$ cat src/rtl/rv0_pkg.sv
// Shared definitions for the rv0 skid-buffer FIFO: the minimum legal
// depth and the helper that sizes the occupancy counter.
package rv0_pkg;

    // Smallest entry count the FIFO supports.
    localparam int RV0_SBUF_MIN_DEPTH = 2;

    // Width of rv0_sbuf_cnt_t: enough bits to hold 0..depth inclusive,
    // so that full and empty are distinguished by the count alone.
    function automatic int rv0_sbuf_cnt_w(input int depth);
        return $clog2(depth + 1);
    endfunction

endpackage : rv0_pkg

$ cat src/rtl/rv0_sbuf_ptr.sv
// Modulo-DEPTH wrap counter used for both FIFO pointers. It wraps from
// DEPTH-1 to 0 for any DEPTH, not only for powers of two. A clear takes
// priority over an increment.
module rv0_sbuf_ptr #(
    parameter int DEPTH = 2
) (
    input  logic                     clk_i,
    input  logic                     rst_ni,
    input  logic                     clr_i,
    input  logic                     inc_i,
    output logic [$clog2(DEPTH)-1:0] ptr_o
);

    localparam int PTR_W = $clog2(DEPTH);

    logic [PTR_W-1:0] ptr_d;
    logic [PTR_W-1:0] ptr_q;

    // Next pointer: clear, wrap at DEPTH-1, or step by one.
    always_comb begin
        ptr_d = ptr_q;
        if (clr_i) begin
            ptr_d = '0;
        end else if (inc_i) begin
            if (ptr_q == PTR_W'(DEPTH - 1)) begin
                ptr_d = '0;
            end else begin
                ptr_d = ptr_q + PTR_W'(1);
            end
        end
    end

    // Pointer register, cleared asynchronously.
    always_ff @(posedge clk_i or negedge rst_ni) begin
        if (!rst_ni) begin
            ptr_q <= '0;
        end else begin
            ptr_q <= ptr_d;
        end
    end

    assign ptr_o = ptr_q;

endmodule : rv0_sbuf_ptr

$ cat src/rtl/rv0_sbuf_fifo.sv
// rv0_sbuf_fifo: DEPTH-entry FIFO with registered occupancy count.
// Optional macro RV0_SBUF_FIFO_BYPASS_EN lets a beat flow straight
// through while the FIFO is empty; without it, outputs depend only on
// flops.
//
// Handshake: a beat moves on a rising edge when the sender's valid and
// the receiver's ready are both 1 in that cycle. Upstream valid is
// rdy_i, upstream ready is ack_o; downstream valid is rdy_o, downstream
// ready is ack_i. ack_o never depends on ack_i, so a full FIFO refuses
// a push even while it is being popped; ack_o rises the cycle after.
module rv0_sbuf_fifo
    import rv0_pkg::*;
#(
    parameter int               WIDTH    = 32,
    parameter int               DEPTH    = 2,
    parameter logic [WIDTH-1:0] RST_DATA = '0
) (
    input  logic                                 clk_i,
    input  logic                                 rst_ni,
    input  logic                                 flush_i,
    input  logic [WIDTH-1:0]                     data_i,
    input  logic                                 rdy_i,
    output logic                                 ack_o,
    output logic [WIDTH-1:0]                     data_o,
    output logic                                 rdy_o,
    input  logic                                 ack_i,
    output logic [rv0_sbuf_cnt_w(DEPTH)-1:0]     count_o
);

    localparam int CNT_W = rv0_sbuf_cnt_w(DEPTH);
    localparam int PTR_W = $clog2(DEPTH);

    typedef logic [CNT_W-1:0] rv0_sbuf_cnt_t;

    if (DEPTH < RV0_SBUF_MIN_DEPTH) begin : g_bad_depth
        $error("rv0_sbuf_fifo: DEPTH below minimum");
    end

    rv0_sbuf_cnt_t    count_d;
    rv0_sbuf_cnt_t    count_q;
    logic [WIDTH-1:0] mem_q [DEPTH];
    logic [PTR_W-1:0] wptr;
    logic [PTR_W-1:0] rptr;

    logic empty;
    logic byp_act;
    logic wr_en;
    logic rd_en;

    // Handshake decode: which of store, drain and pass-through happen.
    always_comb begin
        empty = (count_q == '0);
        ack_o = (count_q != rv0_sbuf_cnt_t'(DEPTH));
`ifdef RV0_SBUF_FIFO_BYPASS_EN
        byp_act = empty & rdy_i & ~flush_i;
`else
        byp_act = 1'b0;
`endif
        // A bypassed beat that is taken downstream is never stored.
        wr_en = rdy_i & ack_o & ~flush_i & ~(byp_act & ack_i);
        rd_en = ~empty & ack_i & ~flush_i;
    end

    // Occupancy update; flush wins over any push or pop.
    always_comb begin
        count_d = count_q;
        if (flush_i) begin
            count_d = '0;
        end else if (wr_en && !rd_en) begin
            count_d = count_q + rv0_sbuf_cnt_t'(1);
        end else if (!wr_en && rd_en) begin
            count_d = count_q - rv0_sbuf_cnt_t'(1);
        end
    end

    // Occupancy register, discarded asynchronously on reset.
    always_ff @(posedge clk_i or negedge rst_ni) begin
        if (!rst_ni) begin
            count_q <= '0;
        end else begin
            count_q <= count_d;
        end
    end

    // Payload storage, written only on an accepted push; no reset needed.
    always_ff @(posedge clk_i) begin
        if (wr_en) begin
            mem_q[wptr] <= data_i;
        end
    end

    rv0_sbuf_ptr #(.DEPTH(DEPTH)) u_wptr (
        .clk_i  (clk_i),
        .rst_ni (rst_ni),
        .clr_i  (flush_i),
        .inc_i  (wr_en),
        .ptr_o  (wptr)
    );

    rv0_sbuf_ptr #(.DEPTH(DEPTH)) u_rptr (
        .clk_i  (clk_i),
        .rst_ni (rst_ni),
        .clr_i  (flush_i),
        .inc_i  (rd_en),
        .ptr_o  (rptr)
    );

    // Downstream view: head entry, pass-through beat, or RST_DATA when empty.
    always_comb begin
        rdy_o  = ~empty | byp_act;
        data_o = RST_DATA;
        if (byp_act) begin
            data_o = data_i;
        end else if (!empty) begin
            data_o = mem_q[rptr];
        end
    end

    assign count_o = count_q;

endmodule : rv0_sbuf_fifo

$ cat config.mk
export PLATFORM = sky130hd
export DESIGN_NAME = rv0_sbuf_fifo
export DESIGN_NICKNAME = d
export VERILOG_FILES = /design/src/rtl/rv0_pkg.sv /design/src/rtl/rv0_sbuf_ptr.sv /design/src/rtl/rv0_sbuf_fifo.sv
export SDC_FILE = /design/constraint.sdc
export NUM_CORES = 1
export LEC_CHECK = 0
export BUFFER_PORTS_ARGS = -buffer_cell sky130_fd_sc_hd__buf_2
export CORE_UTILIZATION = 45
export CTS_BUF_LIST = sky130_fd_sc_hd__clkbuf_8
export DETAILED_ROUTE_END_ITERATION = 16
export MAX_ROUTING_LAYER = met4
export PLACE_DENSITY = 0.74
export SKIP_CTS_REPAIR_TIMING = 1
export SLEW_MARGIN = 20
export SYNTH_ARGS = -nofsm -noshare
export SYNTH_HDL_FRONTEND = slang
export SYNTH_SLANG_ARGS = --single-unit
$ cat constraint.sdc
create_clock -name clk_i -period 5.53 [get_ports clk_i]
set_input_delay 0.553 -clock clk_i [delete_from_list [all_inputs] [get_ports clk_i]]
set_output_delay 0.553 -clock clk_i [all_outputs]
set_load 0.01 [all_outputs]
==> results of run 1 <==
## cells in the final DEF (no fill, tap or decap)
master,synthesis,final
a21o_1,1,1
a21oi_1,4,4
buf_2,4,72
buf_4,3,4
clkbuf_8,0,9
clkinv_1,0,3
clkinv_2,0,3
clkinvlp_4,0,1
dfrtp_1,4,3
dfrtp_2,0,1
edfxtp_1,64,64
inv_1,2,2
inv_2,1,1
mux2i_1,33,33
nand2_1,1,1
nand3b_1,1,1
nor2_1,34,33
nor2_2,0,1
nor2b_1,1,1
nor3_4,0,1
nor3b_1,2,1
nor3b_2,0,1
o211ai_1,1,1
o21ai_0,2,2
or2_2,1,1
or3_1,1,1
xor2_1,1,1
## how the worst min path moves through the flow
stage	endpoint	slack, ns	cells after the start
2_1_floorplan	count_o[0]	0.26	0
3_3_place_gp	count_o[0]	0.36	1
3_5_place_dp	count_o[0]	0.37	1
4_1_cts	u_wptr.ptr_o	0.005	1
5_1_grt	u_wptr.ptr_o	0.006	1
6_report	u_wptr.ptr_o	0.01	1
## kinds of logic after synthesis
group                     synth area share, %
AOI/OAI and AO/OA                        1.71
xor gates and xnor gates                0.332
DFF                                      76.7
and+or+nand+nor                          6.74
muxes                                    12.5
buffers and inverters                    2.04
## registers in the layout (all words and copies together) (netlist names)
signal,count
count_o,2
mem_q,64
u_rptr.ptr_o,1
u_wptr.ptr_o,1
## per-layer routing
metal	up-vias	GRT usage, %
li1	757	-
met3	12	3.49
met1	744	18.2
met5	-	-
met4	0	8.70
met2	66	26.1
## cell type report
type	instances	area (um^2)
clock buffers	9	124
clock inverters	7	33.8
fillers	453	2320
inverters	3	11.3
multi-input cells	84	581
flip-flops and latches	68	2020
well taps	72	90.1
repair buffers	76	390
## worst max-delay path, stage by stage (launching register included)
cell     delay [ns]
dfrtp_2        0.99
mux2i_1        0.32
nor2_1         0.06
buf_2          0.14
## where the power goes
part	leakage [nW]	switching, mW	internal, mW	total, mW
Combinational	0.537	0.0562	0.0488	0.105
Sequential	0.639	0.0169	0.585	0.602
Clock	0.0813	0.171	0.155	0.326
==> impl_metrics.toml, run 1 <==
[layout]
final_core_util_pct = 58.4
antennaDiodeCount = 0
syn_to_final_growth_pct = 23.3
design_area_mm2 = 0.00325
instances_no_fill = 319
finalNetCount = 279
final_layout_size_suffix_gt1_share_pct = 38.5

[worst_setup_path]
path_max_fanout = 33
reg2reg_to = "mem_q[0][16]"
startpoint_type = "flop"
r2r_start = "count_o[1]"
crit_end = "data_o[23]"
worstPathArrival_ns = 1.87
r2r_slack_ns = 3.38
crit_path_start = "u_rptr.ptr_o"
crit_type = "flop to primary output"
cp.required_ns = 4.98
end_kind = "primary output"
rr_worst_depth = 5

[global_route]
grt_pass1_vias = 1579
grt_max_degree = 34
grt-ovfl-total = 0
antenna_found_initial = 0
grt_pass1_wl_um = 7000
grtUsageTotal_pct = 15.9

[clock_network]
cts_tree = "done"
clk_latency_ns = 0.33
cts.sink_count = 68
h-tree-depth = 3
cts.clk_slew.worst_paths_ns = 0.07
cts_made_buffers = 9
clockBufferDepth = 2
cts-root-buf = "clkbuf_8"

[route]
top_layer_used = "met4"
met1Wirelength_um = 1930
wl_per_cell_um = 13.8
drt_wl_total_um = 4390
dr.first_iter.drc_count = 87
route.vias.total = 1579
antenna_left = 0
drc_errors = 0
dr_wl_met2_um = 2120
routed-wl-met3_um = 238
drt_pass1_iterations = 4
via_per_inst = 4.95

[floorplan]
dieArea_mm2 = 0.00617
core_area_mm2 = 0.00557
die_x_um = 78.6
start_util_pct = 47.3
io_pins = 73
dieHeight_um = 78.6
rows = 27

[sta]
finalWorstSetupSlack_ns = 3.11
finClkSkew_ns = 0.00575
finalHoldViolCount = 0
holdWs_ns = 0.0145
tightest_slew_ns = 0.961
drv_slew = 0
finalSetupTns_ns = 0
finalCritPeriodShare_pct = 43.8
min_period_ns = 2.42
fmax_ghz = 0.412
rsz0062_at_grt = "false"
setup_violations = 0
slew-limit-headroom_pct = 35.9

[synth]
async_flop_share_pct = 5.88
synth_area_mm2 = 0.00264
synth_edf_count = 64
ys_seq_elements = 68
yosysWarnings = 0
syn_inst = 162
yosysTopAreaCell = "edfxtp_1"
ys.flop_type = "edfxtp_1"
synthTopCellsByArea = "edfxtp_1 73%, mux2i_1 13%, nor2_1 4.8%, dfrtp_1 3.8%, buf_4 0.85%"
synth_top_area_share_pct = 72.9
synthesis.area_per_instance_um2 = 16.3
synth_nets = 199
synth_most_common_cell = "edfxtp_1"
ys_types = 20
ys_seq_area_share_pct = 76.7
ys_top_cells_by_count = "64 x edfxtp_1, 34 x nor2_1, 33 x mux2i_1"

[place]
port_buffers = 72
place.gp.congestion = 0.800
dpl-instance-area_mm2 = 0.00310
place_ws_ns = 3.33
dp.cells = 303
place_hpwl_um = 2940

[power]
powerDensity_mw_per_mm2 = 317
irDropWorstVdd_mv = 0.181
finalPower_mw = 1.03
p_leak_nw = 1.26

[status]
status = "finished, final reports clean"

[worst_hold_path]
hold_path_class = "input pin to async pin"

[job]
max_cap_viol_count = 0
Note: power is estimated with default switching activity, not from simulation.
==> inputs of run 2 (changes only) <==
--- a/config.mk
+++ b/config.mk
@@ -10,7 +10,7 @@
 export CTS_BUF_LIST = sky130_fd_sc_hd__clkbuf_8
 export DETAILED_ROUTE_END_ITERATION = 16
 export MAX_ROUTING_LAYER = met4
-export PLACE_DENSITY = 0.74
+export PLACE_DENSITY = 0.77
 export SKIP_CTS_REPAIR_TIMING = 1
 export SLEW_MARGIN = 20
 export SYNTH_ARGS = -nofsm -noshare
==> constraint.sdc (replaced) <==
create_clock -name clk_i -period 2 [get_ports clk_i]
set_input_delay 0.2 -clock clk_i [delete_from_list [all_inputs] [get_ports clk_i]]
set_output_delay 0.2 -clock clk_i [all_outputs]
set_load 0.01 [all_outputs]
==> impl_metrics.toml, run 2 (synthesized netlist as in run 1, its figures left out) <==
[global_route]
grt_pass1_vias = 1479
grt_max_degree = 34
grt-ovfl-total = 0
grt_pass1_wl_um = 6810
grtUsageTotal_pct = 15.7
antenna_found_initial = 0

[layout]
mostFrequentLayoutCell = "buf_2"
most-common-layout-cells = "72 x buf_2, 64 x edfxtp_1, 33 x mux2i_1, 33 x nor2_1, 9 x clkbuf_8"
regArea_mm2 = 0.00202
largest_register = "mem_q"
largest_reg_flops = 64
final_core_util_pct = 60.8
final_layout_size_suffix_gt1_share_pct = 41.6
multi_input_area_um2 = 602
finalNetCount = 282
syn_to_final_growth_pct = 28.5
antennaDiodeCount = 0
fillers = 440

[floorplan]
dieHeight_um = 78.6
io_pins = 73
rows = 27
die_x_um = 78.6
start_util_pct = 47.3
dieArea_mm2 = 0.00617
core_area_mm2 = 0.00557

[worst_setup_path]
r2r_start = "count_o[1]"
startpoint_type = "flop"
worstPathArrival_ns = 1.63
path_buf_inv = 2
crit_family = "flip-flops"
rr_worst_depth = 5
cp.required_ns = 1.80
crit_type = "flop to primary output"
cp_cell_sequence = "buf_4, mux2i_1, nor2_1, buf_2"
cp_slowest_cell = "dfrtp_2"
r2r_slack_ns = 0.46
path_max_fanout = 13
end_kind = "primary output"
reg2reg_to = "mem_q[1][28]"
cpPeakStageDelay_ns = 0.63

[power]
clkPwrFrac_pct = 38.2
switching_power_mw = 0.721
power.share.sequential_pct = 51.6
p_leak_nw = 1.31
powerDensity_mw_per_mm2 = 942
p_int_mw = 2.47
power.share.switching_pct = 22.6
irDropWorstVdd_mv = 0.759
p_comb_share_pct = 10.2

[sta]
finalSetupTns_ns = 0
rsz0062_at_grt = "false"
finalHoldViolCount = 0
finalCritPeriodShare_pct = 91.7
slew-limit-headroom_pct = 72.7
fmax_ghz = 0.545
setup_violations = 0
min_period_ns = 1.83
tightest_slew_ns = 0.410
holdWs_ns = 0.0517
drv_slew = 0
finClkSkew_ns = 0.00533

[clock_network]
clk_latency_ns = 0.33
cts-root-buf = "clkbuf_8"
cts.sink_count = 68
cts_made_buffers = 9
h-tree-depth = 3
cts.clk_slew.worst_paths_ns = 0.07
cts_tree = "done"
clockBufferDepth = 2

[route]
via_per_inst = 4.82
drc_errors = 0
wl_per_cell_um = 13.7
drt_pass1_iterations = 4
antenna_left = 0
route.vias.total = 1551
dr.first_iter.drc_count = 94
drt_wl_total_um = 4410

[place]
place.gp.congestion = 0.762
place_hpwl_um = 2980
port_buffers = 72

[worst_hold_path]
holdPathStages = 1
hold_end = "mem_q[0][27]"
hold_path_class = "input pin to flop"
worstHoldStart = "data_i[27]"

[job]
max_cap_viol_count = 0

[status]
status = "finished, final reports clean"
## run 2: how the worst max path moves through the flow
stage / from / to / slack (ns) / cells past startpoint
floorplan: count_o[1] / mem_q[1][0] / -0.05 / 4
finish: u_rptr.ptr_o / data_o[2] / 0.17 / 4
detailed placement: count_o[1] / mem_q[1][1] / 0.45 / 5
global route: u_rptr.ptr_o / data_o[1] / 0.07 / 4
CTS: u_rptr.ptr_o / data_o[2] / 0.15 / 4
global placement: count_o[1] / mem_q[1][9] / 0.50 / 5
## run 2: metrics by stage
step / cells / area (um^2) / total power [mW] / setup WS [ns]
after floorplan: 162 / 2680 / 1.86 / -0.0494
after global placement: 305 / 3160 / 2.00 / 0.504
after detailed placement: 305 / 3160 / 2.01 / 0.450
after CTS: 321 / 3380 / 3.23 / 0.147
after global routing: 322 / 3390 / 3.32 / 0.0733
final: 322 / 3390 / 3.19 / 0.167
## run 2: power by group through the flow
stage | Sequential (mW) | Clock, mW | Combinational, mW
floorplan | 1.66 | 0 | 0.195
global placement | 1.68 | 0 | 0.323
detailed placement | 1.68 | 0 | 0.330
CTS | 1.65 | 1.25 | 0.330
global route | 1.65 | 1.31 | 0.358
finish | 1.65 | 1.22 | 0.326
## run 2: final cells by class
cell class	instances	share of cell area, %
sequential	68	59.7
multi-input combinational	84	17.8
timing repair buffer	79	13.0
clock buffer	9	3.65
clock inverter	7	2.88
tap	72	2.66
inverter	3	0.332
## run 2: per-layer routing
metal	vias to the layer above	part of all wire, %	global-route usage (%)
met5	-	0	-
met4	0	1.3	5.00
met3	6	5.9	4.88
met2	56	49	25.0
met1	730	44	19.0
li1	759	-	-
==> inputs of run 3 (changes only) <==
==> constraint.sdc (replaced) <==
create_clock -name clk_i -period 2 [get_ports clk_i]
set_input_delay 0.4 -clock clk_i [delete_from_list [all_inputs] [get_ports clk_i]]
set_output_delay 0.4 -clock clk_i [all_outputs]
set_load 0.01 [all_outputs]
==> impl_metrics.toml, run 3 (synthesized netlist as in run 1, its figures left out) <==
[status]
status = "finished, final reports clean"

[sta]
tightest_slew_ns = 0.296
finalCritPeriodShare_pct = 93.6
finalWorstSetupSlack_ns = 0.129
fmax_ghz = 0.534
holdWs_ns = 0.262
rsz0062_at_grt = "false"
finClkSkew_ns = 0.00356
drv_slew = 0
slew-limit-headroom_pct = 80.3
finalHoldViolCount = 0
setup_violations = 0
min_period_ns = 1.87
finalSetupTns_ns = 0

[worst_setup_path]
rr_worst_depth = 5
worstPathArrival_ns = 1.47
path_max_fanout = 15
startpoint_type = "flop"
crit_type = "flop to primary output"
cp.required_ns = 1.60
end_kind = "primary output"

[global_route]
grt-ovfl-total = 0
grt_pass1_wl_um = 7170
grt_pass1_vias = 1537
antenna_found_initial = 0
grtUsageTotal_pct = 16.8
grt_max_degree = 34

[route]
wl_per_cell_um = 13.9
drt_pass1_iterations = 4
antenna_left = 0
via_per_inst = 4.88
drc_errors = 0
dr.first_iter.drc_count = 46
drt_wl_total_um = 4450
route.vias.total = 1568

[place]
place.gp.congestion = 0.712
port_buffers = 72
place_hpwl_um = 3050
place_ws_ns = 0.417

[power]
irDropWorstVdd_mv = 0.515
finalPower_mw = 2.84
powerDensity_mw_per_mm2 = 854
p_leak_nw = 1.29

[clock_network]
clockBufferDepth = 2
h-tree-depth = 3
cts.sink_count = 68
cts.clk_slew.worst_paths_ns = 0.06
cts_made_buffers = 9
cts-root-buf = "clkbuf_8"
cts_tree = "done"
clk_latency_ns = 0.32

[layout]
mostFrequentLayoutCell = "buf_2"
most-common-layout-cells = "72 x buf_2, 64 x edfxtp_1, 33 x mux2i_1, 33 x nor2_1, 9 x clkbuf_8"
antennaDiodeCount = 0
final_layout_size_suffix_gt1_share_pct = 40.6
largest_register = "mem_q"
fillers = 463
syn_to_final_growth_pct = 26.1
final_core_util_pct = 59.7
regArea_mm2 = 0.00202
finalNetCount = 283
largest_reg_flops = 64
multi_input_area_um2 = 602

[floorplan]
dieHeight_um = 78.6
start_util_pct = 47.3
die_x_um = 78.6
io_pins = 73
dieArea_mm2 = 0.00617
core_area_mm2 = 0.00557
rows = 27

[worst_hold_path]
hold_path_class = "input pin to flop"
holdPathStages = 1

[job]
max_cap_viol_count = 0
-- run 3: through the flow --
step,cell area [um^2],std cells
floorplan,2680,162
global placement,3170,306
detailed placement,3170,306
CTS,3310,320
global route,3330,321
finish,3330,321
-- run 3: area by class of cell --
cell class	instances	share of cell area, %
Sequential cell	68	60.9
Multi-Input combinational cell	84	18.1
Timing Repair Buffer	80	13.6
Clock buffer	9	3.72
Tap cell	72	2.71
Clock inverter	5	0.677
Inverter	3	0.339
-- run 3: final timing paths --
kind | startpoint | slack, ns | to
worst max-delay path | u_rptr.ptr_o | 0.13 | data_o[26]
worst min-delay path | data_i[16] | 0.26 | mem_q[0][16]
worst max register to register | count_o[1] | 0.42 | mem_q[1][13]
worst min register to register | u_wptr.ptr_o | 0.64 | u_wptr.ptr_o
max in group asynchronous | rst_ni | 1.44 | u_rptr.ptr_o
min in group asynchronous | rst_ni | 0.41 | count_o[0]
-- run 3: worst max-delay path: stages (launching register included) --
cell	delay [ns]
dfrtp_2	0.52
buf_12	0.20
mux2i_1	0.22
nor2_1	0.06
buf_2	0.14
-- run 3: report_power, final --
part | internal, mW | switching [mW] | leakage (nW)
Combinational | 0.153 | 0.182 | 0.571
Sequential | 1.62 | 0.0259 | 0.637
Clock | 0.420 | 0.441 | 0.0833
-- run 3: routing by layer --
layer	GRT usage, %	vias to the layer above	part of all wire [%]
met5	-	-	0
met4	7.22	0	0.65
met3	5.81	4	6.1
met2	26.3	56	49
met1	19.8	747	44
li1	-	761	-
